$ cat config.mk
export PLATFORM = sky130hd
export DESIGN_NAME = scc_volume_mixer_flat
export DESIGN_NICKNAME = d
export VERILOG_FILES = /design/src/rtl/scc_mix_pkg.sv /design/src/rtl/scc_volume_mixer_if.sv /design/src/rtl/scc_volume_ramp.sv /design/src/rtl/scc_volume_mixer.sv /design/src/flat_wrapper.sv
export SDC_FILE = /design/constraint.sdc
export NUM_CORES = 1
export LEC_CHECK = 0
export BUFFER_PORTS_ARGS = -buffer_cell sky130_fd_sc_hd__clkbuf_2
export CAP_MARGIN = 20
export CORE_ASPECT_RATIO = 1.2
export CORE_UTILIZATION = 50
export DETAILED_ROUTE_END_ITERATION = 10
export PLACE_DENSITY = 0.69
export SETUP_SLACK_MARGIN = 0.4
export SYNTH_ARGS = -nofsm -noshare
export SYNTH_HDL_FRONTEND = slang
export SYNTH_SLANG_ARGS = --single-unit
$ cat constraint.sdc
create_clock -name clk -period 7.2 [get_ports clk]
set_clock_uncertainty 0.2 [all_clocks]
set_input_delay 1.44 -clock clk [delete_from_list [all_inputs] [get_ports clk]]
set_output_delay 1.44 -clock clk [all_outputs]
set_load 0.005 [all_outputs]
$ cat src/rtl/scc_mix_pkg.sv
`default_nettype none
// +----------------------------------------------------------------------+
// | scc_mix_pkg : shared widths and FSM encoding for the volume mixer    |
// | Rev 1.0                                                               |
// +----------------------------------------------------------------------+
package scc_mix_pkg;

  function automatic int clog2(input int n);
    int r;
    r = 0;
    for (int i = 0; i < 31; i++) begin
      if ((1 << i) < n) r = i + 1;
    end
    return r;
  endfunction

  // Headroom for summing CH_NUM full-scale samples without overflow
  function automatic int acc_w(input int sample_w, input int ch_num);
    return sample_w + clog2(ch_num);
  endfunction

  typedef enum logic [1:0] {
    ST_IDLE = 2'd0,
    ST_RUN  = 2'd1,
    ST_LAST = 2'd2
  } state_e;

endpackage
`default_nettype wire

$ cat src/rtl/scc_volume_mixer_if.sv
`default_nettype none
// +----------------------------------------------------------------------+
// | scc_volume_mixer_if : control, sample RAM and mix-result signals     |
// | Rev 1.0                                                               |
// +----------------------------------------------------------------------+
interface scc_volume_mixer_if #(
  parameter int CH_NUM   = 5,
  parameter int SAMPLE_W = 8,
  parameter int VOL_W    = 4,
  parameter int OUT_W    = 11
);
  import scc_mix_pkg::*;
  localparam int IDX_W = clog2(CH_NUM);

  logic                       start;
  logic [IDX_W-1:0]           ch_index;
  logic signed [SAMPLE_W-1:0] sample_in;
  logic [CH_NUM*VOL_W-1:0]    reg_volume;
  logic [CH_NUM-1:0]          reg_enable;
  logic                       busy;
  logic signed [OUT_W-1:0]    mix_out;
  logic                       mix_valid;

  modport master (
    output start, sample_in, reg_volume, reg_enable,
    input  ch_index, busy, mix_out, mix_valid
  );

  modport slave (
    input  start, sample_in, reg_volume, reg_enable,
    output ch_index, busy, mix_out, mix_valid
  );
endinterface
`default_nettype wire

$ cat src/rtl/scc_volume_ramp.sv
`default_nettype none
// +----------------------------------------------------------------------+
// | scc_volume_ramp : per-channel effective volume, one step per consume |
// | Rev 1.0                                                               |
// +----------------------------------------------------------------------+
module scc_volume_ramp
  import scc_mix_pkg::*;
#(
  parameter int CH_NUM = 5,
  parameter int VOL_W  = 4,
  parameter int IDX_W  = clog2(CH_NUM)
) (
  input  logic             clk,
  input  logic             nreset,
  input  logic             consume_i,
  input  logic [IDX_W-1:0] idx_i,
  input  logic [VOL_W-1:0] target_i,
  output logic [VOL_W-1:0] vol_o
);

  logic [VOL_W-1:0] cur_vol_q [CH_NUM];
  logic [VOL_W-1:0] cur_vol_d [CH_NUM];

  always_comb begin
    vol_o = '0;
    for (int i = 0; i < CH_NUM; i++) begin
      cur_vol_d[i] = cur_vol_q[i];
      if (idx_i == IDX_W'(i)) begin
        vol_o = cur_vol_q[i];
        if (consume_i) begin
          if (cur_vol_q[i] < target_i)      cur_vol_d[i] = cur_vol_q[i] + 1'b1;
          else if (cur_vol_q[i] > target_i) cur_vol_d[i] = cur_vol_q[i] - 1'b1;
        end
      end
    end
  end

  always_ff @(posedge clk or negedge nreset) begin
    if (!nreset) begin
      for (int i = 0; i < CH_NUM; i++) cur_vol_q[i] <= '0;
    end else begin
      for (int i = 0; i < CH_NUM; i++) cur_vol_q[i] <= cur_vol_d[i];
    end
  end

endmodule
`default_nettype wire

$ cat src/rtl/scc_volume_mixer.sv
`default_nettype none
// +----------------------------------------------------------------------+
// | scc_volume_mixer : time-multiplexed channel scale, sum and saturate  |
// | Rev 1.0                                                               |
// +----------------------------------------------------------------------+
module scc_volume_mixer
  import scc_mix_pkg::*;
#(
  parameter int CH_NUM   = 5,
  parameter int SAMPLE_W = 8,
  parameter int VOL_W    = 4,
  parameter int OUT_W    = 11,
  parameter bit RAMP_EN  = 1'b1
) (
  input  logic              clk,
  input  logic              nreset,
  scc_volume_mixer_if.slave bus
);

  localparam int IDX_W  = clog2(CH_NUM);
  localparam int ACC_W  = acc_w(SAMPLE_W, CH_NUM);
  localparam int PROD_W = SAMPLE_W + VOL_W + 1;
  localparam logic [IDX_W-1:0] LAST_IDX = IDX_W'(CH_NUM - 1);

  state_e                     state_q, state_d;
  logic [IDX_W-1:0]           ch_index_q, ch_index_d;
  logic                       cons_q;
  logic [IDX_W-1:0]           cons_idx_q;
  logic signed [ACC_W-1:0]    acc_q, acc_d;
  logic signed [OUT_W-1:0]    mix_out_q, mix_out_d;
  logic                       mix_valid_q, mix_valid_d;

  logic [VOL_W-1:0]           tgt_vol, ramp_vol, vol_used;
  logic                       en_sel;
  logic signed [PROD_W-1:0]   sample_ext, vol_ext;
  logic signed [SAMPLE_W-1:0] scaled, contrib;
  logic signed [ACC_W-1:0]    acc_sum;
  logic signed [OUT_W-1:0]    sat_val;

  // Registers are sampled at the consume cycle so mid-frame writes apply per channel
  always_comb begin
    tgt_vol = '0;
    en_sel  = 1'b0;
    for (int i = 0; i < CH_NUM; i++) begin
      if (cons_idx_q == IDX_W'(i)) begin
        tgt_vol = bus.reg_volume[i*VOL_W +: VOL_W];
        en_sel  = bus.reg_enable[i];
      end
    end
  end

  scc_volume_ramp #(
    .CH_NUM (CH_NUM),
    .VOL_W  (VOL_W),
    .IDX_W  (IDX_W)
  ) u_ramp (
    .clk       (clk),
    .nreset    (nreset),
    .consume_i (cons_q),
    .idx_i     (cons_idx_q),
    .target_i  (tgt_vol),
    .vol_o     (ramp_vol)
  );

  assign vol_used   = RAMP_EN ? ramp_vol : tgt_vol;
  assign sample_ext = PROD_W'(bus.sample_in);
  assign vol_ext    = PROD_W'({1'b0, vol_used});
  // Arithmetic shift of the signed product floors toward -inf
  assign scaled     = SAMPLE_W'((sample_ext * vol_ext) >>> VOL_W);
  assign contrib    = en_sel ? scaled : '0;
  assign acc_sum    = acc_q + ACC_W'(contrib);

  generate
    if (OUT_W >= ACC_W) begin : g_ext
      assign sat_val = OUT_W'(acc_sum);
    end else begin : g_sat
      localparam logic signed [ACC_W-1:0] SAT_MAX = ACC_W'((1 <<< (OUT_W - 1)) - 1);
      localparam logic signed [ACC_W-1:0] SAT_MIN = ACC_W'(-(1 <<< (OUT_W - 1)));
      always_comb begin
        sat_val = OUT_W'(acc_sum);
        if (acc_sum > SAT_MAX)      sat_val = OUT_W'(SAT_MAX);
        else if (acc_sum < SAT_MIN) sat_val = OUT_W'(SAT_MIN);
      end
    end
  endgenerate

  always_comb begin
    state_d     = state_q;
    ch_index_d  = ch_index_q;
    acc_d       = acc_q;
    mix_out_d   = mix_out_q;
    mix_valid_d = 1'b0;
    if (cons_q) acc_d = acc_sum;
    case (state_q)
      ST_IDLE: begin
        if (bus.start) begin
          state_d    = ST_RUN;
          ch_index_d = '0;
          acc_d      = '0;
        end
      end
      ST_RUN: begin
        if (ch_index_q == LAST_IDX) begin
          state_d    = ST_LAST;
          ch_index_d = '0;
        end else begin
          ch_index_d = ch_index_q + 1'b1;
        end
      end
      ST_LAST: begin
        state_d     = ST_IDLE;
        mix_out_d   = sat_val;
        mix_valid_d = 1'b1;
      end
      default: state_d = ST_IDLE;
    endcase
  end

  always_ff @(posedge clk or negedge nreset) begin
    if (!nreset) begin
      state_q     <= ST_IDLE;
      ch_index_q  <= '0;
      cons_q      <= 1'b0;
      cons_idx_q  <= '0;
      acc_q       <= '0;
      mix_out_q   <= '0;
      mix_valid_q <= 1'b0;
    end else begin
      state_q     <= state_d;
      ch_index_q  <= ch_index_d;
      cons_q      <= (state_q == ST_RUN);
      cons_idx_q  <= ch_index_q;
      acc_q       <= acc_d;
      mix_out_q   <= mix_out_d;
      mix_valid_q <= mix_valid_d;
    end
  end

  assign bus.ch_index  = ch_index_q;
  assign bus.busy      = (state_q != ST_IDLE);
  assign bus.mix_out   = mix_out_q;
  assign bus.mix_valid = mix_valid_q;

endmodule
`default_nettype wire

$ cat src/flat_wrapper.sv
// flat-port wrapper written by rule: the top's interface ports become plain ports
module scc_volume_mixer_flat import scc_mix_pkg::*;
#(
  parameter int CH_NUM   = 5,
  parameter int SAMPLE_W = 8,
  parameter int VOL_W    = 4,
  parameter int OUT_W    = 11,
  parameter bit RAMP_EN  = 1'b1
)
  (clk, nreset, bus_start, bus_sample_in, bus_reg_volume, bus_reg_enable, bus_ch_index, bus_busy, bus_mix_out, bus_mix_valid);
  scc_volume_mixer_if #(.CH_NUM(CH_NUM), .SAMPLE_W(SAMPLE_W), .VOL_W(VOL_W), .OUT_W(OUT_W)) bus_i ();
  input  logic clk;
  input  logic nreset;
  input wire logic [$bits(bus_i.start)-1:0] bus_start;
  input wire logic [$bits(bus_i.sample_in)-1:0] bus_sample_in;
  input wire logic [$bits(bus_i.reg_volume)-1:0] bus_reg_volume;
  input wire logic [$bits(bus_i.reg_enable)-1:0] bus_reg_enable;
  output wire logic [$bits(bus_i.ch_index)-1:0] bus_ch_index;
  output wire logic [$bits(bus_i.busy)-1:0] bus_busy;
  output wire logic [$bits(bus_i.mix_out)-1:0] bus_mix_out;
  output wire logic [$bits(bus_i.mix_valid)-1:0] bus_mix_valid;
  assign bus_i.start = bus_start;
  assign bus_i.sample_in = bus_sample_in;
  assign bus_i.reg_volume = bus_reg_volume;
  assign bus_i.reg_enable = bus_reg_enable;
  assign bus_ch_index = bus_i.ch_index;
  assign bus_busy = bus_i.busy;
  assign bus_mix_out = bus_i.mix_out;
  assign bus_mix_valid = bus_i.mix_valid;
  scc_volume_mixer #(.CH_NUM(CH_NUM), .SAMPLE_W(SAMPLE_W), .VOL_W(VOL_W), .OUT_W(OUT_W), .RAMP_EN(RAMP_EN)) u_core (.clk(clk), .nreset(nreset), .bus(bus_i));
endmodule
==> reports/results.txt, run 1 <==
Outcome = complete, no violations
R2r setup slk = 0.83 ns
Critical path class = flop to flop
Worst hold path type = flop to flop
Startpoint types = flop
WL final = 10.58 mm
Yosys top cell area share = 26.28%
Wirelength per Cell = 14.96 µm
Share of layout cells above drive strength 1 = 16.10%
Post-synth EDFFs = 0
CTS tree = yes
Synth area leaders = dfrtp_1 26%, ha_1 15%, fa_1 8.5%, inv_1 4.9%, xnor2_1 4.8%
Seq/Total Area, Yosys = 26.28%
Leading area contributor after synthesis = dfrtp_1
Arr. time, crit path = 6.33 ns
H-Tree Depth = 2
# nets final = 699
Total track usage = 21.54%
Area added between synthesis and finish = 11.27%
Avg Inst Size Synth = 9.342 µm²
Clk pin slew, worst setup/hold paths = 0.07 ns
Maxcap violations = 0
Syn. warnings = 0
RR Endpoint = u_core.bus.mix_out[10]
I/O Buffers = 51
Die height = 111.0 µm
Vias in the first global route = 4043
Drt first pass iters = 4
Hold WS = 0.2439 ns
Full die area = 10310 µm²
Post-synth ARST share = 100.0%
Final-report hold violation count = 0
Achievable Freq = 157.0 MHz
Antenna violations before repair = 0
Yosys cell types = 64
Post-DP HPWL = 8.422 mm
Slew margin rel. = 31.54%
CTS root buf = clkbuf_16
1st-iter DRT viols = 139
Layout fillers = 881
Most frequent cells in the layout = 64 x inv_1, 59 x ha_1, 51 x clkbuf_2
Hold-fix buffers, CTS = 0
Ant diodes = 0
Largest net degree at the start of global routing = 53
Worst r2r src = u_core.u_ramp.cur_vol_q[15]
Total gr overflow = 0
TritonCTS Buffers = 5
Die width = 92.84 µm
Worst Max-Slew Pin Slew = 1.014 ns
Initial Util = 51.77%
Final setup viols = 0
Worst Path Required = 7.16 ns
Tmin final = 6.371 ns
Final setup margin = 0.8294 ns
Std cell rows = 39
Vias = 3868
Final Cycle Share = 88.48%
Synth Flop Type = dfrtp_1
Worst Hold Path EP = u_core.cons_idx_q[1]
Max FO, Critical Path = 8
Gate count of the mapped netlist = 530
Clock sink total = 52
Post-route ant nets = 0
Min-delay src = u_core.bus.ch_index[1]
Final max-slew violation count = 0
Setup_tns = 0 ns
Worst slack, placed = 0.5103 ns
Setup repair after global routing missed its margin = false
Cell Area, Synth = 4951 µm²
I/O Pins = 52
Avg Vias per Cell = 5.471
Placeable Area = 9564 µm²
Synthesis-stage register bit count = 52
Clock latency on the worst-skew pair = 0.30 ns
Register-to-Register Path Depth = 27
Most common cell after layout, fill and taps aside = inv_1
First-pass GRT wire length = 17.85 mm
RePlAce Congestion = 0.8395
Net count after synthesis = 646
CTS Buffer Depth = 2
DR DRC count = 0
Crit path launch = u_core.u_ramp.cur_vol_q[15]
Critical path endpoint category = flop
Hold Path Depth = 0
flip-flops by register name, summed over array words and instances (netlist names):
signal and flops:
u_core.u_ramp.cur_vol_q 20, u_core.acc_q 11, u_core.bus.mix_out 11, u_core.bus.ch_index 3, u_core.cons_idx_q 3, u_core.state_q 2, u_core.bus.mix_valid 1, u_core.cons_q 1
worst max-delay path: stages (launching register included):
cell and delay [ns]:
dfrtp_1 0.42, mux4_1 0.52, nor2b_1 0.14, a31oi_1 0.15, buf_4 0.19, nor2b_1 0.06, ha_1 0.27, inv_1 0.05
fa_1 0.50, fa_1 0.55, inv_1 0.04, ha_1 0.33, a21o_1 0.21, nor3_1 0.13, o31ai_1 0.12, a31oi_1 0.21
o21bai_1 0.12, a21oi_1 0.19, xor2_1 0.17, nor2_1 0.06, ha_1 0.23, or3_1 0.33, o21a_1 0.25, nor4_1 0.20
nor2_1 0.09, mux2i_2 0.25, xnor2_1 0.16, o21ai_0 0.09
stage by stage:
stage,instance area [µm²],utilization (%),std cells
finish,5509,57.60,707
global route,5509,57.60,707
CTS,5494,57.44,706
detailed placement,5341,55.85,698
global placement,5341,55.85,698
floorplan,4951,-,530
synth_stat cells (2+ instances only):
cell       count
o211a_1        2
o2111ai_1      2
xor2_1         9
o21a_1         3
mux2_2         8
nor2_1        46
and3_1         2
o22a_1         3
and2_1        10
nor3_1         5
clkbuf_1       8
nand2_1       38
o31ai_1        4
mux4_1         4
nand3_1       10
xnor2_1       27
o22ai_1        4
mux2i_1       14
a21oi_4        2
a211o_1        2
buf_6          2
a21boi_0       2
a22oi_1        3
o21bai_1       2
a21oi_1       20
or3_1          3
nand4_1        5
or2_1          2
o21ai_1        2
a31oi_1        6
o21ai_0       20
inv_1         64
a21o_1        11
dfrtp_1       52
nor2b_1       21
nand2b_1       6
ha_1          59
fa_1          21
area by class of cell:
cell class / instances / area [µm²] / share of cell area (%)
clock buffer: 5 / 125.1 / 2.271
clock inverter: 3 / 27.53 / 0.4997
inverter: 64 / 240.2 / 4.361
multi-input combinational: 402 / 3351 / 60.82
sequential: 52 / 1304 / 23.67
tap: 123 / 153.9 / 2.794
timing repair buffer: 58 / 307.8 / 5.587
routing by layer:
metal	wire (µm)	global-route usage [%]	vias up	part of all wire, %
li1	-	-	1916	-
met1	4383	24.78	1875	41
met2	5741	40.29	59	54
met3	256	2.743	18	2.4
met4	198	7.179	0	1.9
met5	0	0	-	0
timing repair:
action,CTS,global route
endpoints found under the setup margin,0,6
hold endpoints to repair,0,0
gates resized for setup,0,4
setup buffers,0,1
cell families (layout without fill, tap and decap cells):
| group | count (synthesis) | count (layout) | share of synthesized area, % |
|---|---|---|---|
| DFF | 52 | 52 | 26.28 |
| muxes | 28 | 28 | 7.303 |
| AOI/OAI and AO/OA | 99 | 99 | 14.10 |
| and+or+nand+nor | 159 | 159 | 16.40 |
| adders and majority gates | 80 | 80 | 23.40 |
| xor gates and xnor gates | 36 | 36 | 6.369 |
| buffers and inverters | 76 | 130 | 6.141 |
worst max-delay path by stage:
stage / to / slack (ns) / cells after the start
2_1_floorplan: u_core.bus.mix_out[9] / 0.81 / 26
3_3_place_gp: u_core.bus.mix_out[9] / 0.62 / 23
3_5_place_dp: u_core.bus.mix_out[9] / 0.51 / 23
4_1_cts: u_core.acc_q[8] / 0.60 / 27
5_1_grt: u_core.acc_q[10] / 0.44 / 27
6_report: u_core.bus.mix_out[10] / 0.83 / 27
Power of run 1 is not shown: default switching activity piles up to over one toggle a cycle in this logic, so the estimate is an artifact.
==> run 2: changes to the inputs <==
--- a/config.mk
+++ b/config.mk
@@ -10,7 +10,7 @@
 export CORE_ASPECT_RATIO = 1.2
 export CORE_UTILIZATION = 50
 export DETAILED_ROUTE_END_ITERATION = 10
-export PLACE_DENSITY = 0.69
+export PLACE_DENSITY = 0.8
 export SETUP_SLACK_MARGIN = 0.4
 export SYNTH_ARGS = -nofsm -noshare
 export SYNTH_HDL_FRONTEND = slang
==> reports/results.txt, run 2 (synthesized netlist as in run 1, its figures left out) <==
Outcome = complete, no violations
Max FO, Critical Path = 4 (-4)
Initial Util = 51.77% (unchanged)
Post-DP HPWL = 8.361 mm (-0.72%)
First-pass GRT wire length = 18.12 mm (+1.5%)
WL final = 10.48 mm (-0.95%)
Ant diodes = 0 (unchanged)
Crit path launch = u_core.u_ramp.cur_vol_q[11]
Full die area = 10310 µm² (unchanged)
Register-to-Register Path Depth = 26 (-3.7%)
DR DRC count = 0 (unchanged)
Setup repair after global routing missed its margin = false
Multi-input logic area = 3366 µm² (+0.45%)
Layout fillers = 821 (-6.8%)
Die height = 111.0 µm (unchanged)
Die width = 92.84 µm (unchanged)
Std cell rows = 39 (unchanged)
TritonCTS Buffers = 5 (unchanged)
Largest net degree at the start of global routing = 53 (unchanged)
Tmin final = 6.465 ns (+0.09470 ns)
Achievable Freq = 154.7 MHz (-1.5%)
Final-report hold violation count = 0 (unchanged)
Antenna violations before repair = 0 (unchanged)
Critical path class = flop to flop
Worst Path Required = 7.15 ns (about the same)
Vias in the first global route = 4002 (-1.0%)
Post-route ant nets = 0 (unchanged)
Clock sink total = 52 (unchanged)
Worst slack, placed = 0.4299 ns (-0.08040 ns)
CTS Buffer Depth = 2 (unchanged)
Clk pin slew, worst setup/hold paths = 0.07 ns (about the same)
Clock latency on the worst-skew pair = 0.29 ns (about the same)
Dpl cells = 697 (-0.14%)
Total track usage = 21.52% (-0.026 points)
Vias = 3879 (+0.28%)
Setup_tns = 0 ns (unchanged)
Startpoint types = flop
Wirelength per Cell = 14.84 µm (-0.81%)
Number of flip-flops in the largest register = 20 (unchanged)
Final max-slew violation count = 0 (unchanged)
H-Tree Depth = 2 (unchanged)
Most common cell after layout, fill and taps aside = inv_1
Finished Core Util = 57.88% (+0.27 points)
Worst r2r src = u_core.u_ramp.cur_vol_q[11]
Final setup viols = 0 (unchanged)
Non-Filler Instances = 706 (-0.14%)
Avg Vias per Cell = 5.494 (+0.43%)
1st-iter DRT viols = 199 (+43%)
Share of layout cells above drive strength 1 = 16.30% (+0.20 points)
I/O Pins = 52 (unchanged)
Final setup margin = 0.7347 ns (-0.09470 ns)
I/O Buffers = 51 (unchanged)
Largest register by flop count = u_core.u_ramp.cur_vol_q
Maxcap violations = 0 (unchanged)
RR Endpoint = u_core.bus.mix_out[9]
Worst hold path type = flop to flop
# nets final = 698 (-0.14%)
Drt first pass iters = 4 (unchanged)
Final Cycle Share = 89.80% (+1.3 points)
Crit path to = u_core.bus.mix_out[9]
Most frequent cells in the layout = 64 x inv_1, 59 x ha_1, 51 x clkbuf_2
Total gr overflow = 0 (unchanged)
Critical path endpoint category = flop
RePlAce Congestion = 0.8412 (+0.20%)
R2r setup slk = 0.73 ns (-0.09 ns)
CTS root buf = clkbuf_16
Area added between synthesis and finish = 11.80%
Arr. time, crit path = 6.42 ns (+0.09 ns)
Storage element area = 1304 µm² (unchanged)
Slew margin rel. = 35.27% (+3.7 points)
Worst Max-Slew Pin Slew = 0.9588 ns (-0.05525 ns)
Placeable Area = 9564 µm² (unchanged)
CTS tree = yes
## run 2: cell count changes in the layout (fill, tap and decap cells not counted)
cell,before,now
buf_4,7,5
buf_6,0,1
bufinv_16,0,1
clkbuf_1,0,1
clkinv_4,1,0
clkinvlp_4,1,0
inv_6,0,1
inv_8,1,0
nor3_1,5,3
nor3_2,0,2
nor3b_1,1,0
nor3b_2,0,1
## run 2: critical path: stages (launching register included)
cell      delay (ns)
dfrtp_1         0.43
mux4_1          0.49
nor2b_1         0.15
a31oi_1         0.14
buf_4           0.16
nor2b_1         0.05
ha_1            0.27
inv_1           0.05
fa_1            0.51
fa_1            0.55
inv_1           0.05
ha_1            0.33
a21o_1          0.23
nor3_2          0.12
o31ai_1         0.13
a31oi_1         0.25
o21bai_1        0.14
a21oi_1         0.18
xor2_1          0.17
nor2_1          0.06
ha_1            0.23
or3_1           0.34
o21a_1          0.21
or2_2           0.28
a211o_1         0.35
xnor2_1         0.17
o21ai_0         0.09
## run 2: how the worst min path moves through the flow
stage,from,endpoint,slack (ns),cells past startpoint
after detailed placement,u_core.bus.ch_index[1],u_core.cons_idx_q[1],0.23,0
final,u_core.bus.ch_index[1],u_core.cons_idx_q[1],0.24,0
after CTS,u_core.bus.ch_index[1],u_core.cons_idx_q[1],0.25,0
after global placement,u_core.bus.ch_index[1],u_core.cons_idx_q[1],0.23,0
after floorplan,u_core.bus.ch_index[1],u_core.cons_idx_q[1],0.22,0
after global routing,u_core.bus.ch_index[1],u_core.cons_idx_q[1],0.27,0
## run 2: cell type report
| cell class | instances | share of cell area (%) |
|---|---|---|
| clock inverters | 2 | 0.7007 |
| well taps | 123 | 2.780 |
| clock buffers | 6 | 2.328 |
| repair buffers | 57 | 5.493 |
| inverters | 64 | 4.340 |
| multi-input cells | 402 | 60.80 |
| flip-flops and latches | 52 | 23.55 |
## run 2: through the flow
step	instance area, µm²	hold slack, ns
after CTS	5502	0.2492
after detailed placement	5334	0.2291
after floorplan	4951	0.2177
after global placement	5334	0.2255
final	5535	0.2408
after global routing	5535	0.2659
## run 2: routing by layer
layer  global-route usage, %  up-vias  wire, µm
met5                       0        -         0
met4                   6.769        0       197
met3                   2.195       15       316
met2                   37.79       70      5505
met1                   27.46     1879      4458
li1                        -     1915         -
## run 2: repair_timing
action                                  in CTS  in global routing
endpoints found under the hold margin        0                  0
buffers inserted                             0                  1
resized for setup                            0                  8
endpoints found under the setup margin       0                  8
hold buffers                                 0                  0
Power of run 2 is left out for the same reason.
